**src/rtl/msgdecode_pkg.sv**
```systemverilog
// Shared definitions for the host-link framing: parser states, framing
// constants and the CRC16-CCITT byte update used by the CRC engine.
package msgdecode_pkg;

    localparam logic [3:0]  HDR_NIBBLE = 4'b0110;  // required upper nibble of header
    localparam logic [7:0]  SYNC_CHAR  = 8'h7e;    // terminator and idle fill
    localparam logic [15:0] CRC_INIT   = 16'h0000; // value the CRC is cleared to
    localparam logic [15:0] CRC_POLY   = 16'h1021; // x^16 + x^12 + x^5 + 1

    typedef enum logic [3:0] {
        HUNT  = 4'd0,
        HDR   = 4'd1,
        SEQ   = 4'd2,
        COUNT = 4'd3,
        DATA0 = 4'd4,
        DATA1 = 4'd5,
        DATA2 = 4'd6,
        DATA3 = 4'd7,
        CRC0  = 4'd8,
        CRC1  = 4'd9,
        TERM  = 4'd10
    } state_t;

    // MSB-first CRC16-CCITT update over one byte.
    function automatic logic [15:0] crc16_byte(input logic [15:0] crc,
                                               input logic [7:0]  data);
        logic [15:0] c;
        c = crc;
        for (int i = 7; i >= 0; i--) begin
            if (c[15] ^ data[i]) c = (c << 1) ^ CRC_POLY;
            else                 c = c << 1;
        end
        return c;
    endfunction

endpackage

```
**src/rtl/msgdecode_if.sv**
```systemverilog
// Byte-in / word-out bundle between the UART rx stage, the frame parser and
// command dispatch. Optional seq_err member follows MSGDECODE_SEQCHECK_EN.
//
// Handshake: every *_avail / msg_done is a one-cycle strobe qualifying its
// data in that same cycle; there is no ready/backpressure, so the receiver
// must accept every strobe, and strobes may occur on consecutive cycles.
interface msgdecode_if;
    logic [7:0]  rx_data;
    logic        rx_avail;
    logic [31:0] out_data;
    logic        out_avail;
    logic [3:0]  out_id;
    logic [5:0]  out_seq;
    logic        msg_done;
    logic        msg_ok;
    logic [7:0]  err_count;
`ifdef MSGDECODE_SEQCHECK_EN
    logic        seq_err;

    modport master (output rx_data, rx_avail,
                    input  out_data, out_avail, out_id, out_seq,
                           msg_done, msg_ok, err_count, seq_err);
    modport slave  (input  rx_data, rx_avail,
                    output out_data, out_avail, out_id, out_seq,
                           msg_done, msg_ok, err_count, seq_err);
`else
    modport master (output rx_data, rx_avail,
                    input  out_data, out_avail, out_id, out_seq,
                           msg_done, msg_ok, err_count);
    modport slave  (input  rx_data, rx_avail,
                    output out_data, out_avail, out_id, out_seq,
                           msg_done, msg_ok, err_count);
`endif
endinterface

```
**src/rtl/msgdecode_crc.sv**
```systemverilog
// CRC16-CCITT accumulator: clears on 'clear', folds in 'data' on 'avail'.
// The running value is visible one cycle after each fed byte.
module crc16ccitt
    import msgdecode_pkg::*;
(
    input  logic        clk,
    input  logic        clear,
    input  logic [7:0]  data,
    input  logic        avail,
    output logic [15:0] crc
);

    logic [15:0] r_crc;

    // Clear wins so that a reset cycle always leaves the engine at init.
    always_ff @(posedge clk) begin
        if (clear)      r_crc <= CRC_INIT;
        else if (avail) r_crc <= crc16_byte(r_crc, data);
    end

    assign crc = r_crc;

endmodule

```
**src/rtl/msgdecode.sv**
```systemverilog
// Receive-side frame parser: header, seq, count, 4*count LE data bytes,
// CRC hi/lo, terminator. Emits tagged 32-bit words and end-of-message status.
// Optional sequence tracking (seq_err output) under MSGDECODE_SEQCHECK_EN.
module msgdecode
    import msgdecode_pkg::*;
(
    input  logic          clk,
    input  logic          rst,
    msgdecode_if.slave    io_bus,
    output state_t        o_dbg_state
);

    state_t      r_state, w_next;
    logic [7:0]  w_rx_data;
    logic        w_rx_avail;
    logic        w_hdr_ok, w_done, w_ok, w_frame_err;
    logic        w_crc_clear, w_crc_avail;
    logic [15:0] w_crc;

    logic [3:0]  r_id;
    logic [5:0]  r_seq;
    logic [7:0]  r_count;
    logic [23:0] r_word;
    logic        r_crc_bad;
    logic [31:0] r_out_data;
    logic        r_out_avail;
    logic        r_msg_done;
    logic        r_msg_ok;
    logic [7:0]  r_err_count;

    assign w_rx_data  = io_bus.rx_data;
    assign w_rx_avail = io_bus.rx_avail;
    assign w_hdr_ok   = w_rx_avail && (r_state == HDR) && (w_rx_data != SYNC_CHAR)
                        && (w_rx_data[7:4] == HDR_NIBBLE);

    // Clearing also in TERM keeps a header that arrives right after the
    // terminator from starting on the previous message's CRC.
    assign w_crc_clear = rst || (r_state == HUNT) || (r_state == TERM)
                         || ((r_state == HDR) && !w_hdr_ok);
    assign w_crc_avail = !rst && (w_hdr_ok || (w_rx_avail &&
                         (r_state inside {SEQ, COUNT, DATA0, DATA1, DATA2, DATA3})));

    crc16ccitt u_crc (
        .clk   (clk),
        .clear (w_crc_clear),
        .data  (w_rx_data),
        .avail (w_crc_avail),
        .crc   (w_crc)
    );

    // State register.
    always_ff @(posedge clk) begin
        if (rst) r_state <= HDR;
        else     r_state <= w_next;
    end

    // Next state plus message-end and framing-error decisions for this byte.
    always_comb begin
        w_next      = r_state;
        w_done      = 1'b0;
        w_ok        = 1'b0;
        w_frame_err = 1'b0;
        if (w_rx_avail) begin
            case (r_state)
                HUNT:  if (w_rx_data == SYNC_CHAR) w_next = HDR;
                HDR: begin
                    if (w_hdr_ok) w_next = SEQ;
                    else if (w_rx_data != SYNC_CHAR) begin
                        w_frame_err = 1'b1;
                        w_next      = HUNT;
                    end
                end
                SEQ: begin
                    if (w_rx_data[7:6] == 2'b00) w_next = COUNT;
                    else begin
                        w_done = 1'b1;
                        w_next = HUNT;
                    end
                end
                COUNT: w_next = (w_rx_data == 8'd0) ? CRC0 : DATA0;
                DATA0: w_next = DATA1;
                DATA1: w_next = DATA2;
                DATA2: w_next = DATA3;
                DATA3: w_next = (r_count == 8'd1) ? CRC0 : DATA0;
                CRC0:  w_next = CRC1;
                CRC1:  w_next = TERM;
                TERM: begin
                    w_done = 1'b1;
                    if (w_rx_data == SYNC_CHAR) begin
                        w_ok   = !r_crc_bad;
                        w_next = HDR;
                    end else begin
                        w_next = HUNT;
                    end
                end
                default: w_next = HUNT;
            endcase
        end
    end

    // Field capture, word assembly, CRC compare and registered output strobes.
    always_ff @(posedge clk) begin
        if (rst) begin
            r_id        <= '0;
            r_seq       <= '0;
            r_count     <= '0;
            r_word      <= '0;
            r_crc_bad   <= 1'b0;
            r_out_data  <= '0;
            r_out_avail <= 1'b0;
            r_msg_done  <= 1'b0;
            r_msg_ok    <= 1'b0;
            r_err_count <= '0;
        end else begin
            r_out_avail <= 1'b0;
            r_msg_done  <= w_done;
            r_msg_ok    <= w_ok;
            if (w_rx_avail) begin
                case (r_state)
                    HDR:   if (w_hdr_ok) r_id <= w_rx_data[3:0];
                    SEQ:   if (w_rx_data[7:6] == 2'b00) r_seq <= w_rx_data[5:0];
                    COUNT: begin
                        r_count   <= w_rx_data;
                        r_crc_bad <= 1'b0;
                    end
                    DATA0: r_word[7:0]   <= w_rx_data;
                    DATA1: r_word[15:8]  <= w_rx_data;
                    DATA2: r_word[23:16] <= w_rx_data;
                    DATA3: begin
                        r_out_data  <= {w_rx_data, r_word};
                        r_out_avail <= 1'b1;
                        r_count     <= r_count - 8'd1;
                    end
                    CRC0:  if (w_rx_data != w_crc[15:8]) r_crc_bad <= 1'b1;
                    CRC1:  if (w_rx_data != w_crc[7:0])  r_crc_bad <= 1'b1;
                    default: ;
                endcase
            end
            if ((w_frame_err || (w_done && !w_ok)) && (r_err_count != 8'hff))
                r_err_count <= r_err_count + 8'd1;
        end
    end

`ifdef MSGDECODE_SEQCHECK_EN
    logic [5:0] r_exp_seq;
    logic       r_seq_seen;
    logic       r_seq_err;

    // Expected sequence: resyncs on every good message; first one is free.
    always_ff @(posedge clk) begin
        if (rst) begin
            r_exp_seq  <= '0;
            r_seq_seen <= 1'b0;
            r_seq_err  <= 1'b0;
        end else begin
            r_seq_err <= 1'b0;
            if (w_done && (r_state == TERM)) begin
                r_seq_err <= r_seq_seen && (r_seq != r_exp_seq);
                if (w_ok) begin
                    r_exp_seq  <= r_seq + 6'd1;
                    r_seq_seen <= 1'b1;
                end
            end
        end
    end

    assign io_bus.seq_err = r_seq_err;
`endif

    assign io_bus.out_data  = r_out_data;
    assign io_bus.out_avail = r_out_avail;
    assign io_bus.out_id    = r_id;
    assign io_bus.out_seq   = r_seq;
    assign io_bus.msg_done  = r_msg_done;
    assign io_bus.msg_ok    = r_msg_ok;
    assign io_bus.err_count = r_err_count;
    assign o_dbg_state      = r_state;

endmodule

```
**src/flat_wrapper.sv**
```systemverilog
// flat-port wrapper written by rule: the top's interface ports become plain ports
module msgdecode_flat import msgdecode_pkg::*;
  (clk, rst, o_dbg_state, io_bus_rx_data, io_bus_rx_avail, io_bus_out_data, io_bus_out_avail, io_bus_out_id, io_bus_out_seq, io_bus_msg_done, io_bus_msg_ok, io_bus_err_count);
  msgdecode_if io_bus_i ();
  input  logic clk;
  input  logic rst;
  output state_t o_dbg_state;
  input wire logic [$bits(io_bus_i.rx_data)-1:0] io_bus_rx_data;
  input wire logic [$bits(io_bus_i.rx_avail)-1:0] io_bus_rx_avail;
  output wire logic [$bits(io_bus_i.out_data)-1:0] io_bus_out_data;
  output wire logic [$bits(io_bus_i.out_avail)-1:0] io_bus_out_avail;
  output wire logic [$bits(io_bus_i.out_id)-1:0] io_bus_out_id;
  output wire logic [$bits(io_bus_i.out_seq)-1:0] io_bus_out_seq;
  output wire logic [$bits(io_bus_i.msg_done)-1:0] io_bus_msg_done;
  output wire logic [$bits(io_bus_i.msg_ok)-1:0] io_bus_msg_ok;
  output wire logic [$bits(io_bus_i.err_count)-1:0] io_bus_err_count;
  assign io_bus_i.rx_data = io_bus_rx_data;
  assign io_bus_i.rx_avail = io_bus_rx_avail;
  assign io_bus_out_data = io_bus_i.out_data;
  assign io_bus_out_avail = io_bus_i.out_avail;
  assign io_bus_out_id = io_bus_i.out_id;
  assign io_bus_out_seq = io_bus_i.out_seq;
  assign io_bus_msg_done = io_bus_i.msg_done;
  assign io_bus_msg_ok = io_bus_i.msg_ok;
  assign io_bus_err_count = io_bus_i.err_count;
  msgdecode u_core (.clk(clk), .rst(rst), .io_bus(io_bus_i), .o_dbg_state(o_dbg_state));
endmodule
```
**config.mk**
```make
export PLATFORM = sky130hd
export DESIGN_NAME = msgdecode_flat
export DESIGN_NICKNAME = d
export VERILOG_FILES = /design/src/rtl/msgdecode_pkg.sv /design/src/rtl/msgdecode_if.sv /design/src/rtl/msgdecode_crc.sv /design/src/rtl/msgdecode.sv /design/src/flat_wrapper.sv
export SDC_FILE = /design/constraint.sdc
export NUM_CORES = 1
export LEC_CHECK = 0
export CAP_MARGIN = 20
export CORE_MARGIN = 3
export CORE_UTILIZATION = 40
export CTS_CLUSTER_DIAMETER = 30
export DETAILED_ROUTE_END_ITERATION = 16
export PLACE_DENSITY_LB_ADDON = 0.25
export SYNTH_ARGS = -nofsm -noshare
export SYNTH_HDL_FRONTEND = slang
export SYNTH_SLANG_ARGS = --single-unit
```
**constraint.sdc**
```tcl
create_clock -name clk -period 2.1 [get_ports clk]
set_input_delay 0.63 -clock clk [delete_from_list [all_inputs] [get_ports clk]]
set_output_delay 0.63 -clock clk [all_outputs]
set_load 0.03 [all_outputs]
```
==> impl_metrics.env <==
export IMPL_cp_arrival_ps=1420
export IMPL_drtIter0Drc=258
export IMPL_track_usage_pct=19.5
export IMPL_grt_max_degree=77
export IMPL_grt_pass1_vias=4079
export IMPL_antenna_found_initial=0
export IMPL_path_depth=1
export IMPL_clk_latency_ps=350
export IMPL_clk_path_buf_depth=2
export IMPL_tightest_slew_ps=381
export IMPL_swShare_pct=22.9
export IMPL_critPathCaptureType="output pin"
export IMPL_path_cells="clkdlybuf4s50_1"
export IMPL_drc=0
export IMPL_ant_nets=0
export IMPL_switchingPower_uw=989
export IMPL_ys_ff_latch=106
export IMPL_dieArea_um2=13300
export IMPL_finalWirelength_um=12800
export IMPL_whs_path_depth=2
export IMPL_dr_pass1_iters=4
export IMPL_status="finished clean"
export IMPL_clkSinkCount=106
export IMPL_place_congestion=0.877
export IMPL_die_w_um=115
export IMPL_rows=39
export IMPL_syn_avg_cell_area_um2=8.68
export IMPL_cts_tree="built"
export IMPL_p_per_area_nw_per_um2=662
export IMPL_wire_per_inst_um=15.9
export IMPL_sequentialPowerShare_pct=47.2
export IMPL_final_common_cell="dfxtp_1"
export IMPL_maxCapViolCount=0
export IMPL_die_y_um=115
export IMPL_clock_skew_ps=5.45
export IMPL_initial_utilization_pct=41.4
export IMPL_cp_slowest_cell="clkdlybuf4s50_1"
export IMPL_hold_violations=0
export IMPL_setup_slack_ps=53.0
export IMPL_synth_edf_count=0
export IMPL_ios=68
export IMPL_finalNetCount=672
export IMPL_hold_buffers=0
export IMPL_post_dp_hpwl_um=8620
export IMPL_synth_area_leaders="dfxtp_1, mux2i_1, nand2_1, nor2_1, a21oi_1"
export IMPL_synth_top_area_cell="dfxtp_1"
export IMPL_fin_hold_ws_ps=454
export IMPL_reg2regPathDepth=6
export IMPL_synth_cells=550
export IMPL_grt_pass1_wl_um=20400
export IMPL_synth_top_area_share_pct=44.5
export IMPL_yosysSeqAreaShare_pct=44.5
export IMPL_viasPerCell=5.21
export IMPL_root_buffer="clkbuf_16"
export IMPL_vias=4192
export IMPL_path_buf_inv=1
export IMPL_timing_final_crit_share_pct=97.5
export IMPL_fmax_mhz=489
export IMPL_cts_clk_slew_worst_paths_ps=70
export IMPL_post_place_ws_ps=-507
export IMPL_hold_class="reg2reg"
export IMPL_portBuffers=67
export IMPL_cp_top_family="buffers and inverters"
export IMPL_setup_viol=0
export IMPL_netlist_area_um2=4770
export IMPL_crit_fanout=2
export IMPL_postSynth_asyncResetShare_pct=0
export IMPL_drv_slew=0
export IMPL_vdd_drop_max_v=0.000442
export IMPL_setup_tns_ps=0
export IMPL_yosysWarnings=0
export IMPL_max_stage_delay_ps=690
export IMPL_required_ps=1470
export IMPL_numCtsBuffers=9
export IMPL_power_frac_comb_pct=10.6
export IMPL_worst_setup_path_type="reg2out"
export IMPL_areaGrowthSynthToFinish_pct=36.9
export IMPL_p_clk_share_pct=42.2
export IMPL_h_tree_depth=3
export IMPL_yosys_cell_types_count=56
export IMPL_slew_limit_headroom_pct=74.6
export IMPL_fp_coreArea_um2=11500
export IMPL_min_period_ps=2050
export IMPL_leakagePower_uw=0.00255
export IMPL_synth_nets=564
export IMPL_num_antenna_cells=0
export IMPL_mostFrequentLayoutCells="dfxtp_1, nand2_1, nor2_1, buf_4, a21oi_1"
export IMPL_power_internal_uw=3340
export IMPL_drive_gt1_share_pct=18.1
export IMPL_synth_main_ff_cell="dfxtp_1"
export IMPL_start_kind="register"
export IMPL_grt_overflow=0
==> synthesized netlist by cell type (7+ instances only) <==
| library cell | instances |
|---|---|
| nor3_1 | 7 |
| nand2_1 | 85 |
| nand3_1 | 8 |
| a211oi_1 | 13 |
| nor4_1 | 8 |
| xor2_1 | 10 |
| nor2b_1 | 7 |
| o21ai_0 | 7 |
| dfxtp_1 | 106 |
| mux2i_1 | 43 |
| buf_2 | 12 |
| a21oi_1 | 47 |
| nor2_1 | 70 |
| clkbuf_1 | 23 |
| inv_1 | 8 |
| xnor2_1 | 25 |
==> stage by stage <==
step	util [%]	total power (uW)	cells	area, um^2
2_1_floorplan	-	2330	550	4790
3_3_place_gp	51.7	2510	779	5960
3_5_place_dp	51.7	2510	779	5960
4_1_cts	54.9	4350	796	6330
5_1_grt	56.7	4490	805	6530
6_report	56.7	4330	805	6530
==> power groups by stage <==
stage,sequential [uW],combinational (uW),clock (uW)
after global routing,2040,494,1950
after CTS,2040,436,1870
after global placement,2090,420,0
after detailed placement,2090,427,0
after floorplan,2100,233,0
final,2040,459,1830
==> repair_timing <==
item                                    4_1_cts  5_1_grt
resized for setup                            12       35
endpoints found under the setup margin       14       33
pin swaps                                     2       10
buffers inserted                              2        7
gates cloned                                  0        2
==> layout make-up <==
type	count	area, um^2
Clock inverter	4	75.1
Tap cell	143	179
Sequential cell	106	2130
Fill cell	1041	4980
Multi-Input combinational cell	396	2520
Timing Repair Buffer	137	1340
Clock buffer	11	253
Inverter	8	30.0
==> kinds of logic (layout without fill, tap and decap cells) <==
logic type / Yosys count / after routing / synth area share (%)
adder cells (fa/ha/maj): 3 / 3 / 0.787
buffers and inverters: 48 / 160 / 4.56
multiplexers: 45 / 45 / 9.65
flip-flops: 106 / 106 / 44.5
AND/OR/NAND/NOR: 220 / 220 / 21.6
XOR/XNOR: 35 / 35 / 6.42
AO/OA/AOI/OAI: 93 / 93 / 12.5
==> layer usage <==
layer | vias up | wire length (um) | global-route usage, % | share of wire (%)
li1 | 2093 | - | - | -
met1 | 2000 | 5680 | 24.4 | 44
met2 | 83 | 6440 | 33.3 | 50
met3 | 16 | 543 | 4.53 | 4.2
met4 | 0 | 161 | 5.79 | 1.3
met5 | - | 0 | 0 | 0
==> final timing paths <==
path,slack [ps],to,from
max reg2reg,80,u_core.r_crc_bad,u_core.o_dbg_state[2]
min reg2reg,450,u_core.io_bus.out_data[17],u_core.io_bus.out_data[17]
max,50,io_bus_out_id[1],u_core.io_bus.out_id[1]
min,450,u_core.io_bus.out_data[17],u_core.io_bus.out_data[17]
==> flip-flops by register name, summed over array words and instances, names as in the netlist <==
signal,count
u_core.io_bus.err_count,8
u_core.o_dbg_state,4
u_core.io_bus.msg_done,1
u_core.io_bus.out_id,4
u_core.r_crc_bad,1
u_core.io_bus.out_avail,1
u_core.io_bus.msg_ok,1
u_core.r_count,8
u_core.io_bus.out_data,32
u_core.r_word,24
u_core.u_crc.crc,16
u_core.io_bus.out_seq,6
No activity file was read; power rests on OpenSTA's default activity.
